`src/rtl/fig42_sweep_if.sv`:
```
// Handshake and observation bundle between the sweep controller and the
// circuit under test / requesting agent.
interface fig42_sweep_if;
  logic        start;
  logic        abort;
  logic [3:0]  abcd;
  logic        f1;
  logic        f2;
  logic        busy;
  logic        done;
  logic [15:0] table_f1;
  logic [15:0] table_f2;
  logic        result_valid;
  logic        pass;
  logic        fail_valid;
  logic [3:0]  fail_idx;

  // Requester side: drives control, provides circuit outputs, observes results.
  modport master (
    output start, abort, f1, f2,
    input  abcd, busy, done, table_f1, table_f2,
    input  result_valid, pass, fail_valid, fail_idx
  );

  // Controller side.
  modport slave (
    input  start, abort, f1, f2,
    output abcd, busy, done, table_f1, table_f2,
    output result_valid, pass, fail_valid, fail_idx
  );
endinterface

```
`src/rtl/fig42_sweep_ctrl.sv`:
```
// Exhaustive sweep sequencer for the 4-in/2-out gate circuit: applies vectors
// 0..15, captures F1/F2 truth tables and compares them with golden tables.
module fig42_sweep_ctrl #(
  parameter int unsigned SETTLE_CYCLES = 2,
  parameter logic [15:0] EXP_F1        = 16'hC0AA,
  parameter logic [15:0] EXP_F2        = 16'hC055
) (
  input  logic         clk,
  input  logic         rst,
  fig42_sweep_if.slave bus
);

  localparam int unsigned IDX_W    = 4;
  localparam int unsigned TAB_W    = 16;
  localparam logic [IDX_W-1:0] CNT_LAST = IDX_W'(SETTLE_CYCLES - 1);
  localparam logic [IDX_W-1:0] IDX_LAST = IDX_W'(TAB_W - 1);

  typedef enum logic [1:0] {
    S_IDLE,
    S_APPLY,
    S_SAMPLE,
    S_DONE
  } state_e;

  state_e             state_q;
  logic [IDX_W-1:0]   idx_q;
  logic [IDX_W-1:0]   cnt_q;
  logic [IDX_W-1:0]   abcd_q;
  logic [IDX_W-1:0]   fail_idx_q;
  logic [TAB_W-1:0]   table_f1_q;
  logic [TAB_W-1:0]   table_f2_q;
  logic               busy_q;
  logic               done_q;
  logic               result_valid_q;
  logic               pass_q;
  logic               fail_valid_q;

  logic               mismatch_c;
  logic               fail_valid_d;
  logic [IDX_W-1:0]   idx_d;

  // Verdict for the vector currently being sampled; folded into pass on the last one.
  assign mismatch_c   = (bus.f1 != EXP_F1[idx_q]) || (bus.f2 != EXP_F2[idx_q]);
  assign fail_valid_d = fail_valid_q | mismatch_c;
  assign idx_d        = idx_q + IDX_W'(1);

  always_ff @(posedge clk or posedge rst) begin
    if (rst) begin
      state_q        <= S_IDLE;
      idx_q          <= '0;
      cnt_q          <= '0;
      abcd_q         <= '0;
      fail_idx_q     <= '0;
      table_f1_q     <= '0;
      table_f2_q     <= '0;
      busy_q         <= 1'b0;
      done_q         <= 1'b0;
      result_valid_q <= 1'b0;
      pass_q         <= 1'b0;
      fail_valid_q   <= 1'b0;
    end else begin
      done_q <= 1'b0;
      unique case (state_q)
        S_IDLE: begin
          if (bus.start && !bus.abort) begin
            state_q        <= S_APPLY;
            idx_q          <= '0;
            cnt_q          <= '0;
            abcd_q         <= '0;
            table_f1_q     <= '0;
            table_f2_q     <= '0;
            result_valid_q <= 1'b0;
            pass_q         <= 1'b0;
            fail_valid_q   <= 1'b0;
            fail_idx_q     <= '0;
            busy_q         <= 1'b1;
          end
        end

        S_APPLY: begin
          if (bus.abort) begin
            state_q <= S_IDLE;
            cnt_q   <= '0;
            busy_q  <= 1'b0;
          end else if (cnt_q == CNT_LAST) begin
            state_q <= S_SAMPLE;
            cnt_q   <= '0;
          end else begin
            cnt_q <= cnt_q + IDX_W'(1);
          end
        end

        S_SAMPLE: begin
          if (bus.abort) begin
            state_q <= S_IDLE;
            busy_q  <= 1'b0;
          end else begin
            table_f1_q[idx_q] <= bus.f1;
            table_f2_q[idx_q] <= bus.f2;
            if (mismatch_c && !fail_valid_q) begin
              fail_valid_q <= 1'b1;
              fail_idx_q   <= idx_q;
            end
            // Last vector: publish the verdict together with the done pulse.
            if (idx_q == IDX_LAST) begin
              state_q        <= S_DONE;
              busy_q         <= 1'b0;
              done_q         <= 1'b1;
              result_valid_q <= 1'b1;
              pass_q         <= ~fail_valid_d;
            end else begin
              state_q <= S_APPLY;
              idx_q   <= idx_d;
              abcd_q  <= idx_d;
            end
          end
        end

        S_DONE: begin
          state_q <= S_IDLE;
        end

        default: state_q <= S_IDLE;
      endcase
    end
  end

  assign bus.abcd         = abcd_q;
  assign bus.busy         = busy_q;
  assign bus.done         = done_q;
  assign bus.table_f1     = table_f1_q;
  assign bus.table_f2     = table_f2_q;
  assign bus.result_valid = result_valid_q;
  assign bus.pass         = pass_q;
  assign bus.fail_valid   = fail_valid_q;
  assign bus.fail_idx     = fail_idx_q;

endmodule

```
`src/flat_wrapper.sv`:
```
// flat-port wrapper written by rule: the top's interface ports become plain ports
module fig42_sweep_ctrl_flat 
#(
  parameter int unsigned SETTLE_CYCLES = 2,
  parameter logic [15:0] EXP_F1        = 16'hC0AA,
  parameter logic [15:0] EXP_F2        = 16'hC055
)
  (clk, rst, bus_start, bus_abort, bus_f1, bus_f2, bus_abcd, bus_busy, bus_done, bus_table_f1, bus_table_f2, bus_result_valid, bus_pass, bus_fail_valid, bus_fail_idx);
  fig42_sweep_if bus_i ();
  input  logic clk;
  input  logic rst;
  input wire logic [$bits(bus_i.start)-1:0] bus_start;
  input wire logic [$bits(bus_i.abort)-1:0] bus_abort;
  input wire logic [$bits(bus_i.f1)-1:0] bus_f1;
  input wire logic [$bits(bus_i.f2)-1:0] bus_f2;
  output wire logic [$bits(bus_i.abcd)-1:0] bus_abcd;
  output wire logic [$bits(bus_i.busy)-1:0] bus_busy;
  output wire logic [$bits(bus_i.done)-1:0] bus_done;
  output wire logic [$bits(bus_i.table_f1)-1:0] bus_table_f1;
  output wire logic [$bits(bus_i.table_f2)-1:0] bus_table_f2;
  output wire logic [$bits(bus_i.result_valid)-1:0] bus_result_valid;
  output wire logic [$bits(bus_i.pass)-1:0] bus_pass;
  output wire logic [$bits(bus_i.fail_valid)-1:0] bus_fail_valid;
  output wire logic [$bits(bus_i.fail_idx)-1:0] bus_fail_idx;
  assign bus_i.start = bus_start;
  assign bus_i.abort = bus_abort;
  assign bus_i.f1 = bus_f1;
  assign bus_i.f2 = bus_f2;
  assign bus_abcd = bus_i.abcd;
  assign bus_busy = bus_i.busy;
  assign bus_done = bus_i.done;
  assign bus_table_f1 = bus_i.table_f1;
  assign bus_table_f2 = bus_i.table_f2;
  assign bus_result_valid = bus_i.result_valid;
  assign bus_pass = bus_i.pass;
  assign bus_fail_valid = bus_i.fail_valid;
  assign bus_fail_idx = bus_i.fail_idx;
  fig42_sweep_ctrl #(.SETTLE_CYCLES(SETTLE_CYCLES), .EXP_F1(EXP_F1), .EXP_F2(EXP_F2)) u_core (.clk(clk), .rst(rst), .bus(bus_i));
endmodule
```
`config.mk`:
```
export PLATFORM = sky130hd
export DESIGN_NAME = fig42_sweep_ctrl_flat
export DESIGN_NICKNAME = d
export VERILOG_FILES = /design/src/rtl/fig42_sweep_if.sv /design/src/rtl/fig42_sweep_ctrl.sv /design/src/flat_wrapper.sv
export SDC_FILE = /design/constraint.sdc
export NUM_CORES = 1
export LEC_CHECK = 0
export CAP_MARGIN = 10
export CORE_MARGIN = 4
export CORE_UTILIZATION = 50
export CTS_BUF_LIST = sky130_fd_sc_hd__clkbuf_8
export DETAILED_ROUTE_END_ITERATION = 16
export PLACE_DENSITY = 0.78
export RECOVER_POWER = 50
export SYNTH_ARGS = -nofsm -noshare
export SYNTH_HDL_FRONTEND = slang
export SYNTH_SLANG_ARGS = --single-unit
```
`constraint.sdc`:
```
create_clock -name clk -period 2.7 [get_ports clk]
set_clock_uncertainty 0.2 [all_clocks]
set_input_delay 0.405 -clock clk [delete_from_list [all_inputs] [get_ports clk]]
set_output_delay 0.405 -clock clk [all_outputs]
set_load 0.05 [all_outputs]
```
# Word-level counts from Yosys, hierarchy flattened

Memory sizes are Yosys's and may differ from the RTL's.
Index checks and enable logic that the tools add are counted.

Flip-flop bits (word level): 51
Bits in read-only memories: 32
Input port bits: 6
Output and inout bits: 45
Word-level logic and storage cells: 96
Memories: 2

Add/subtract/negate cells: 2
Order comparisons: 2
Eq/ne operators: 15
Multiplexer cells: 45
Bitwise logic cells: 2
Reduce and logical (&&, ||, !) cells: 17

Memories:

| memory           | words | bits a word | read ports | clocked after Yosys merged registers in | wr ports | RTL line               | text |
|---|---|---|---|---|---|---|---|
| (name not given) | 16    | 1           | 1          | 0                                       | 0        | fig42_sweep_ctrl.sv:43 | `assign mismatch_c = (bus.f1 != EXP_F1[idx_q]) \|\| (bus.f2 != EXP_F2[idx_q]);` |
| (name not given) | 16    | 1           | 1          | 0                                       | 0        | fig42_sweep_ctrl.sv:43 |  |

Operators by type and width:

| cell                | number |
|---|---|
| $pmux 16 s2         | 2 |
| $mux 16             | 3 |
| $bwmux 16           | 2 |
| $mux 4              | 7 |
| $pmux 4 s2          | 3 |
| $mux 1              | 17 |
| $reduce_and 4->1    | 4 |
| $mux 2              | 5 |
| $add 4x1->4 const B | 2 |
| $pmux 2 s4          | 1 |
| $ne 2x1->1 const B  | 3 |
| $ne 2x2->1 const B  | 3 |
| $ne 3x2->1 const B  | 2 |
| $pmux 1 s2          | 3 |
| $lt 4x5->1 const B  | 1 |
| $demux 1 s4         | 1 |
| $eq 2x2->1 const B  | 2 |
| $eq 4x1->1 const B  | 1 |
| $eq 4x4->1 const B  | 1 |
| $ge 4x1->1 const B  | 1 |
| $reduce_and 2->1    | 2 |
| $reduce_bool 2->1   | 2 |
| $logic_and 1x1->1   | 3 |
| $pmux 1 s3          | 1 |
| other kinds (9)     | 11 |

# Logic depth before layout (Yosys ltp)

Gate-level depths: netlist of run 1.

Depth in word-level cells: 9
Depth in mapped cells: 9
Gate-level depth less buffers: 6

# Worst setup path after synthesis of run 1

No wires, ideal clock.

Path type: register -> register
Start point: register u_core.idx_q[1]
End point: register u_core.pass_q (netlist: u_core.bus.pass)
Setup time: 0.122 ns
Arrival: 1.747 ns
Data required time: 2.378 ns
Setup slack: 0.632 ns
Stages on the path, launching flop included: 6
Buffers on the path: 1
Clock period less this slack: 2.068 ns
Path through: dfrtp_1 > ha_1 > clkbuf_1 > and3_1 > a21oi_1 > a32o_1

Longest elaborated chain between the ends: 9
Elaborated cells between the ends (all ways): 15
Classes of those cells: eq/ne: 4; mux: 5; bitwise: 2; reduce/logical: 2; memory: 2

Ends and longest elaborated chain:

| what                         | RTL line                | text |
|---|---|---|
| start: declaration           | fig42_sweep_ctrl.sv:26  | `logic [IDX_W-1:0] idx_q;` |
| start signal: assignment     | fig42_sweep_ctrl.sv:113 | `idx_q <= idx_d;` |
| $mem_v2 16x1                 | n/a                     |  |
| $mux 1 (implied by the code) | fig42_sweep_ctrl.sv:43  |  |
| $ne 1x1->1                   | fig42_sweep_ctrl.sv:43  |  |
| $logic_or 1x1->1             | fig42_sweep_ctrl.sv:43  |  |
| $or 1x1->1                   | fig42_sweep_ctrl.sv:44  | `assign fail_valid_d = fail_valid_q \| mismatch_c;` |
| $not 1->1                    | fig42_sweep_ctrl.sv:110 | `pass_q <= ~fail_valid_d;` |
| $mux 1                       | fig42_sweep_ctrl.sv:105 | `if (idx_q == IDX_LAST) begin` |
| $mux 1                       | fig42_sweep_ctrl.sv:94  | `if (bus.abort) begin` |
| $pmux 1 s2                   | fig42_sweep_ctrl.sv:63  | `unique case (state_q)` |
| end signal: assignment       | fig42_sweep_ctrl.sv:110 |  |
| end: declaration             | fig42_sweep_ctrl.sv:35  | `logic pass_q;` |

Several ways; a longest one is shown, not always the timed one. The select of a mux whose other input is x is not followed.
A chain may end at the register's enable or synchronous reset.

==> results of run 1 <==
-- kinds of logic (layout without fill, tap and decap cells) --
| logic type | after synthesis | count (layout) | share of synthesized area, % |
|---|---|---|---|
| compound gates | 74 | 74 | 19.8 |
| fa+ha+maj | 11 | 11 | 5.57 |
| buf+inv | 50 | 102 | 8.55 |
| simple gates | 56 | 56 | 10.8 |
| flops | 51 | 51 | 51.6 |
| mux | 9 | 9 | 3.64 |
-- cell type report --
cell class,instances,area (um2)
repair buffers,56,538
inverters,38,143
clock inverters,3,16.3
multi-input cells,150,985
flip-flops and latches,51,1280
well taps,67,83.8
clock buffers,5,68.8
fillers,395,1640
-- metrics by stage --
stage	cells	setup WS, ps	util (%)
after global placement	362	430	63.8
final	370	281	65.4
after global routing	370	127	65.4
after CTS	370	289	65.6
after floorplan	251	632	-
after detailed placement	362	352	63.8
-- worst paths after layout --
| path | end | slack (ps) | depth (start not counted) |
|---|---|---|---|
| min reg2reg | u_core.bus.table_f1[2] | 290 | 1 |
| max reg2reg | u_core.bus.table_f2[13] | 330 | 6 |
| min | u_core.bus.table_f2[13] | 210 | 2 |
| max | bus_abcd[2] | 280 | 1 |
| min in group clk | u_core.bus.table_f1[2] | 290 | 1 |
| max in group asynchronous | u_core.idx_q[3] | 640 | 3 |
-- report_power, final --
part / internal (mW) / total (mW) / switching, mW
combinational: 0.280 / 0.853 / 0.573
sequential: 0.846 / 0.928 / 0.0822
clock: 0.178 / 0.415 / 0.237
-- flip-flops by register name, summed over array words and instances (netlist names) --
register                 flops
u_core.bus.table_f1         16
u_core.bus.fail_idx          4
u_core.bus.pass              1
u_core.state_q               2
u_core.bus.table_f2         16
u_core.bus.done              1
u_core.bus.result_valid      1
u_core.bus.fail_valid        1
u_core.cnt_q                 4
u_core.idx_q                 4
u_core.bus.busy              1
-- placed cells by master (no fill, tap or decap), types with 2 or more instances in the layout --
| master | netlist | layout |
|---|---|---|
| inv_1 | 38 | 39 |
| a21oi_1 | 10 | 10 |
| a32o_1 | 7 | 7 |
| and2_1 | 3 | 3 |
| nor2_1 | 7 | 7 |
| buf_4 | 1 | 4 |
| clkdlybuf4s50_1 | 0 | 34 |
| and3_1 | 2 | 2 |
| nor3_1 | 2 | 2 |
| ha_1 | 11 | 11 |
| nand2_1 | 23 | 23 |
| nand3_1 | 9 | 9 |
| nor2b_1 | 3 | 3 |
| a22o_1 | 2 | 2 |
| o21ai_1 | 5 | 5 |
| mux2i_1 | 9 | 9 |
| clkbuf_1 | 5 | 2 |
| clkbuf_8 | 0 | 5 |
| a31oi_1 | 3 | 3 |
| dlygate4sd3_1 | 0 | 16 |
| nand2b_1 | 4 | 4 |
| o21ai_0 | 13 | 13 |
| o22ai_1 | 26 | 26 |
| dfrtp_1 | 51 | 51 |
-- metal layers --
layer  vias to the layer above  GRT usage (%)  wire [um]
met5                         -              0          0
met4                         0           4.20         45
met3                         7           3.67        259
met2                        59           31.3       2580
met1                       966           25.5       2480
li1                        977              -          -
-- cells in the mapped netlist, types with 2 or more instances --
cell type | count | area, um2
a21oi_1 | 10 | 50.1
a22o_1 | 2 | 17.5
a31oi_1 | 3 | 18.8
a32o_1 | 7 | 70.1
and2_1 | 3 | 18.8
and3_1 | 2 | 12.5
buf_2 | 4 | 20.0
buf_6 | 2 | 22.5
clkbuf_1 | 5 | 18.8
dfrtp_1 | 51 | 1280
ha_1 | 11 | 138
inv_1 | 38 | 143
mux2i_1 | 9 | 90.1
nand2_1 | 23 | 86.3
nand2b_1 | 4 | 25.0
nand3_1 | 9 | 45.0
nor2_1 | 7 | 26.3
nor2b_1 | 3 | 18.8
nor3_1 | 2 | 10.0
o21ai_0 | 13 | 65.1
o21ai_1 | 5 | 25.0
o22ai_1 | 26 | 163
==> flow_metrics.py, run 1 <==
metrics = {
    "power": {
        "powerDensity_nw_per_um2": 706,
        "p_total_mw": 2.20,
        "p_leak_nw": 1.39,
        "ir_drop_v": 0.000528,
    },
    "clocking": {
        "clkTransAtPathRegs_ps": 90,
        "htree_levels": 2,
        "cts_hold_buf": 0,
        "post_cts_buffers": 0,
        "ctsResizeCount": 0,
        "cts_buffer_depth": 2,
        "clkLatencyLatePin_ps": 290,
        "numCtsBuffers": 5,
        "cts_tree": "built",
        "clock-sinks": 51,
        "clock-root-buffer": "clkbuf_8",
    },
    "timing": {
        "tns_ps": 0,
        "fin_crit_sh_pct": 89.6,
        "setup_viol": 0,
        "finalMaxSlewViolations": 0,
        "rsz0062_at_grt": "no",
        "worst_pin_slew_ps": 1330,
        "post-route-min-period_ps": 2420,
        "whs_ps": 206,
        "fmax_mhz": 413,
        "hold_viol_final": 0,
        "maxSlewHeadroom_pct": 11.4,
    },
    "layout": {
        "finalNetCount": 319,
        "syn_to_final_growth_pct": 25.8,
        "stdcell_area_um2": 3110,
        "drive_gt1_share_pct": 4.62,
        "antenna_cells": 0,
    },
    "setup_path": {
        "cp-end-kind": "output port",
        "cp_data_arrival_time_ps": 1810,
        "critPathMaxFanout": 14,
        "criticalPathCategory": "reg2out",
        "cpPeakStageDelay_ps": 890,
        "cp.required_ps": 2100,
        "critPathLaunch": "u_core.idx_q[2]",
        "crit_chain": "clkdlybuf4s50_1",
        "rr_startpoint": "u_core.state_q[0]",
        "critPathTopFamily": "buffers and inverters",
        "cp_slowest_cell": "clkdlybuf4s50_1",
        "cp_num_buf_inv": 1,
        "critPathLaunchType": "flip-flop",
    },
    "placed_design": {
        "detailed_place_hpwl_mm": 3.95,
        "numPortBuffers": 50,
        "postPlaceCellArea_um2": 3030,
        "place.gp.congestion": 0.829,
    },
    "detailed_routing": {
        "drtAntennaViolNets": 0,
        "drt-total-wl_mm": 5.37,
        "wl_per_cell_um": 14.5,
        "drc": 0,
        "firstDrtPassIters": 4,
        "via_count": 2009,
        "drtIter0Drc": 131,
        "viasPerCell": 5.43,
    },
    "outcome": {
        "outcome": "complete, no violations",
    },
    "grt": {
        "grt_pass1_vias": 1921,
        "grt_max_degree": 26,
        "antenna_found_initial": 0,
        "gr-total-overflow": 0,
        "grt_pass1_wl_mm": 9.23,
        "grt_usage_pct": 18.7,
    },
    "yosys": {
        "ys_types": 34,
        "synth_ff_type": "dfrtp_1",
        "synthesis.area_um2": 2470,
        "synth_seq_cells": 51,
        "synth_edf_count": 0,
        "avgSynthCellArea_um2": 9.85,
        "synth.net_count": 268,
        "synthCells": 251,
        "yosys_warnings": 0,
        "ys_seq_area_share_pct": 51.6,
        "synthArstFlopShare_pct": 100,
    },
    "die": {
        "io-pin-count": 51,
        "start_util_pct": 52.0,
        "die-area_um2": 6130,
        "die_y_um": 78.3,
        "rows": 25,
        "core-area_um2": 4750,
        "die_w_um": 78.3,
    },
    "run": {
        "maxCapViolations": 0,
    },
    "min_path": {
        "hold_class": "in2async",
    },
}
Power figures use the tool's default switching activity.
==> run 2, diff against run 1 <==
Settings changed: CTS_BUF_LIST sky130_fd_sc_hd__clkbuf_8 to sky130_fd_sc_hd__clkbuf_4, SLEW_MARGIN from default to 20.
==> flow_metrics.py, run 2 (synthesized netlist as in run 1, its figures left out) <==
metrics = {
    "outcome": {
        "outcome": "complete, no violations",
    },
    "timing": {
        "fin_crit_sh_pct": 92.1,
        "tns_ps": 0,
        "maxSlewHeadroom_pct": 58.1,
        "worst_pin_slew_ps": 629,
        "post-route-min-period_ps": 2490,
        "fmax_mhz": 402,
        "rsz0062_at_grt": "no",
        "setup_viol": 0,
        "fin_ws_ps": 212,
        "whs_ps": 300,
        "finalMaxSlewViolations": 0,
        "hold_viol_final": 0,
    },
    "die": {
        "core-area_um2": 4750,
        "die_w_um": 78.3,
        "die-area_um2": 6130,
        "io-pin-count": 51,
        "die_y_um": 78.3,
        "rows": 25,
        "start_util_pct": 52.0,
    },
    "layout": {
        "final_common_cell": "dfrtp_1",
        "finalNetCount": 320,
        "fillerInstances": 403,
        "syn_to_final_growth_pct": 25.1,
        "antenna_cells": 0,
        "drive_gt1_share_pct": 5.26,
        "layout_common_cells": "dfrtp_1 (51), inv_1 (38), clkdlybuf4s50_1 (37)",
        "stdcell_area_um2": 3090,
    },
    "setup_path": {
        "critPathLaunchType": "flip-flop",
        "cp_data_arrival_time_ps": 1880,
        "cp_num_buf_inv": 1,
        "critPathLaunch": "u_core.idx_q[2]",
        "critPathMaxFanout": 14,
        "critPathTopFamily": "buffers and inverters",
        "cp-end-kind": "output port",
        "cpPeakStageDelay_ps": 890,
        "cp.required_ps": 2100,
        "criticalPathCategory": "reg2out",
        "cp_slowest_cell": "clkdlybuf4s50_1",
        "rr_startpoint": "u_core.state_q[0]",
        "crit_chain": "clkdlybuf4s50_1",
    },
    "clocking": {
        "ctsResizeCount": 0,
        "htree_levels": 2,
        "numCtsBuffers": 5,
        "cts_hold_buf": 1,
        "clkLatencyLatePin_ps": 360,
        "post_cts_buffers": 0,
        "clock-sinks": 51,
        "cts_tree": "built",
        "cts_buffer_depth": 2,
        "clkTransAtPathRegs_ps": 130,
        "clock-root-buffer": "clkbuf_4",
    },
    "grt": {
        "grt_max_degree": 26,
        "gr-total-overflow": 0,
        "grt_pass1_vias": 1934,
        "grt_usage_pct": 19.1,
        "antenna_found_initial": 0,
        "grt_pass1_wl_mm": 9.28,
    },
    "min_path": {
        "hold_class": "reg2reg",
        "hold_start": "u_core.bus.table_f1[2]",
    },
    "detailed_routing": {
        "drc": 0,
        "via_count": 1997,
        "wl_per_cell_um": 14.5,
        "viasPerCell": 5.38,
        "firstDrtPassIters": 4,
        "drt-total-wl_mm": 5.38,
        "drtIter0Drc": 140,
        "drtAntennaViolNets": 0,
    },
    "placed_design": {
        "place.gp.congestion": 0.829,
        "numPortBuffers": 50,
        "detailed_place_hpwl_mm": 3.95,
        "pre_cts_slack_ps": 352,
        "postPlaceCellArea_um2": 3030,
    },
    "power": {
        "ir_drop_v": 0.000509,
        "powerDensity_nw_per_um2": 686,
        "p_leak_nw": 1.37,
    },
    "run": {
        "maxCapViolations": 0,
    },
}
[run 2: stage by stage]
step	cells	total power, mW	util [%]
CTS	371	2.15	65.2
global route	371	2.26	65.0
finish	371	2.12	65.0
floorplan	251	1.57	-
global placement	362	1.80	63.8
detailed placement	362	1.81	63.8
[run 2: worst paths after layout]
kind                                           end  slack (ps)  cells past startpoint
max                                    bus_abcd[2]         210                      1
min                         u_core.bus.table_f1[2]         300                      1
max reg2reg                u_core.bus.table_f2[13]         340                      6
min reg2reg                 u_core.bus.table_f1[2]         300                      1
max in group asynchronous          u_core.idx_q[2]         800                      4
min in group asynchronous  u_core.bus.table_f2[13]         690                      3
[run 2: final cells by class]
class / instances / area, um2 / share of cell area, %
clock buffer: 6 / 45.0 / 1.46
clock inverter: 2 / 12.5 / 0.405
inverter: 38 / 143 / 4.61
multi-input combinational: 150 / 985 / 31.8
sequential: 51 / 1280 / 41.3
tap: 67 / 83.8 / 2.71
timing repair buffer: 57 / 547 / 17.7
[run 2: power breakdown]
part	total, mW	switching [mW]	leakage, nW	internal [mW]
Sequential	0.929	0.0825	0.705	0.846
Combinational	0.855	0.571	0.635	0.284
Clock	0.338	0.227	0.0317	0.111
[run 2: per-layer routing]
layer / global-route usage, % / vias up / share of wire, %
li1: - / 977 / -
met1: 25.3 / 946 / 45
met2: 31.3 / 66 / 48
met3: 4.13 / 8 / 5.6
met4: 6.12 / 0 / 1.4
met5: 0 / - / 0
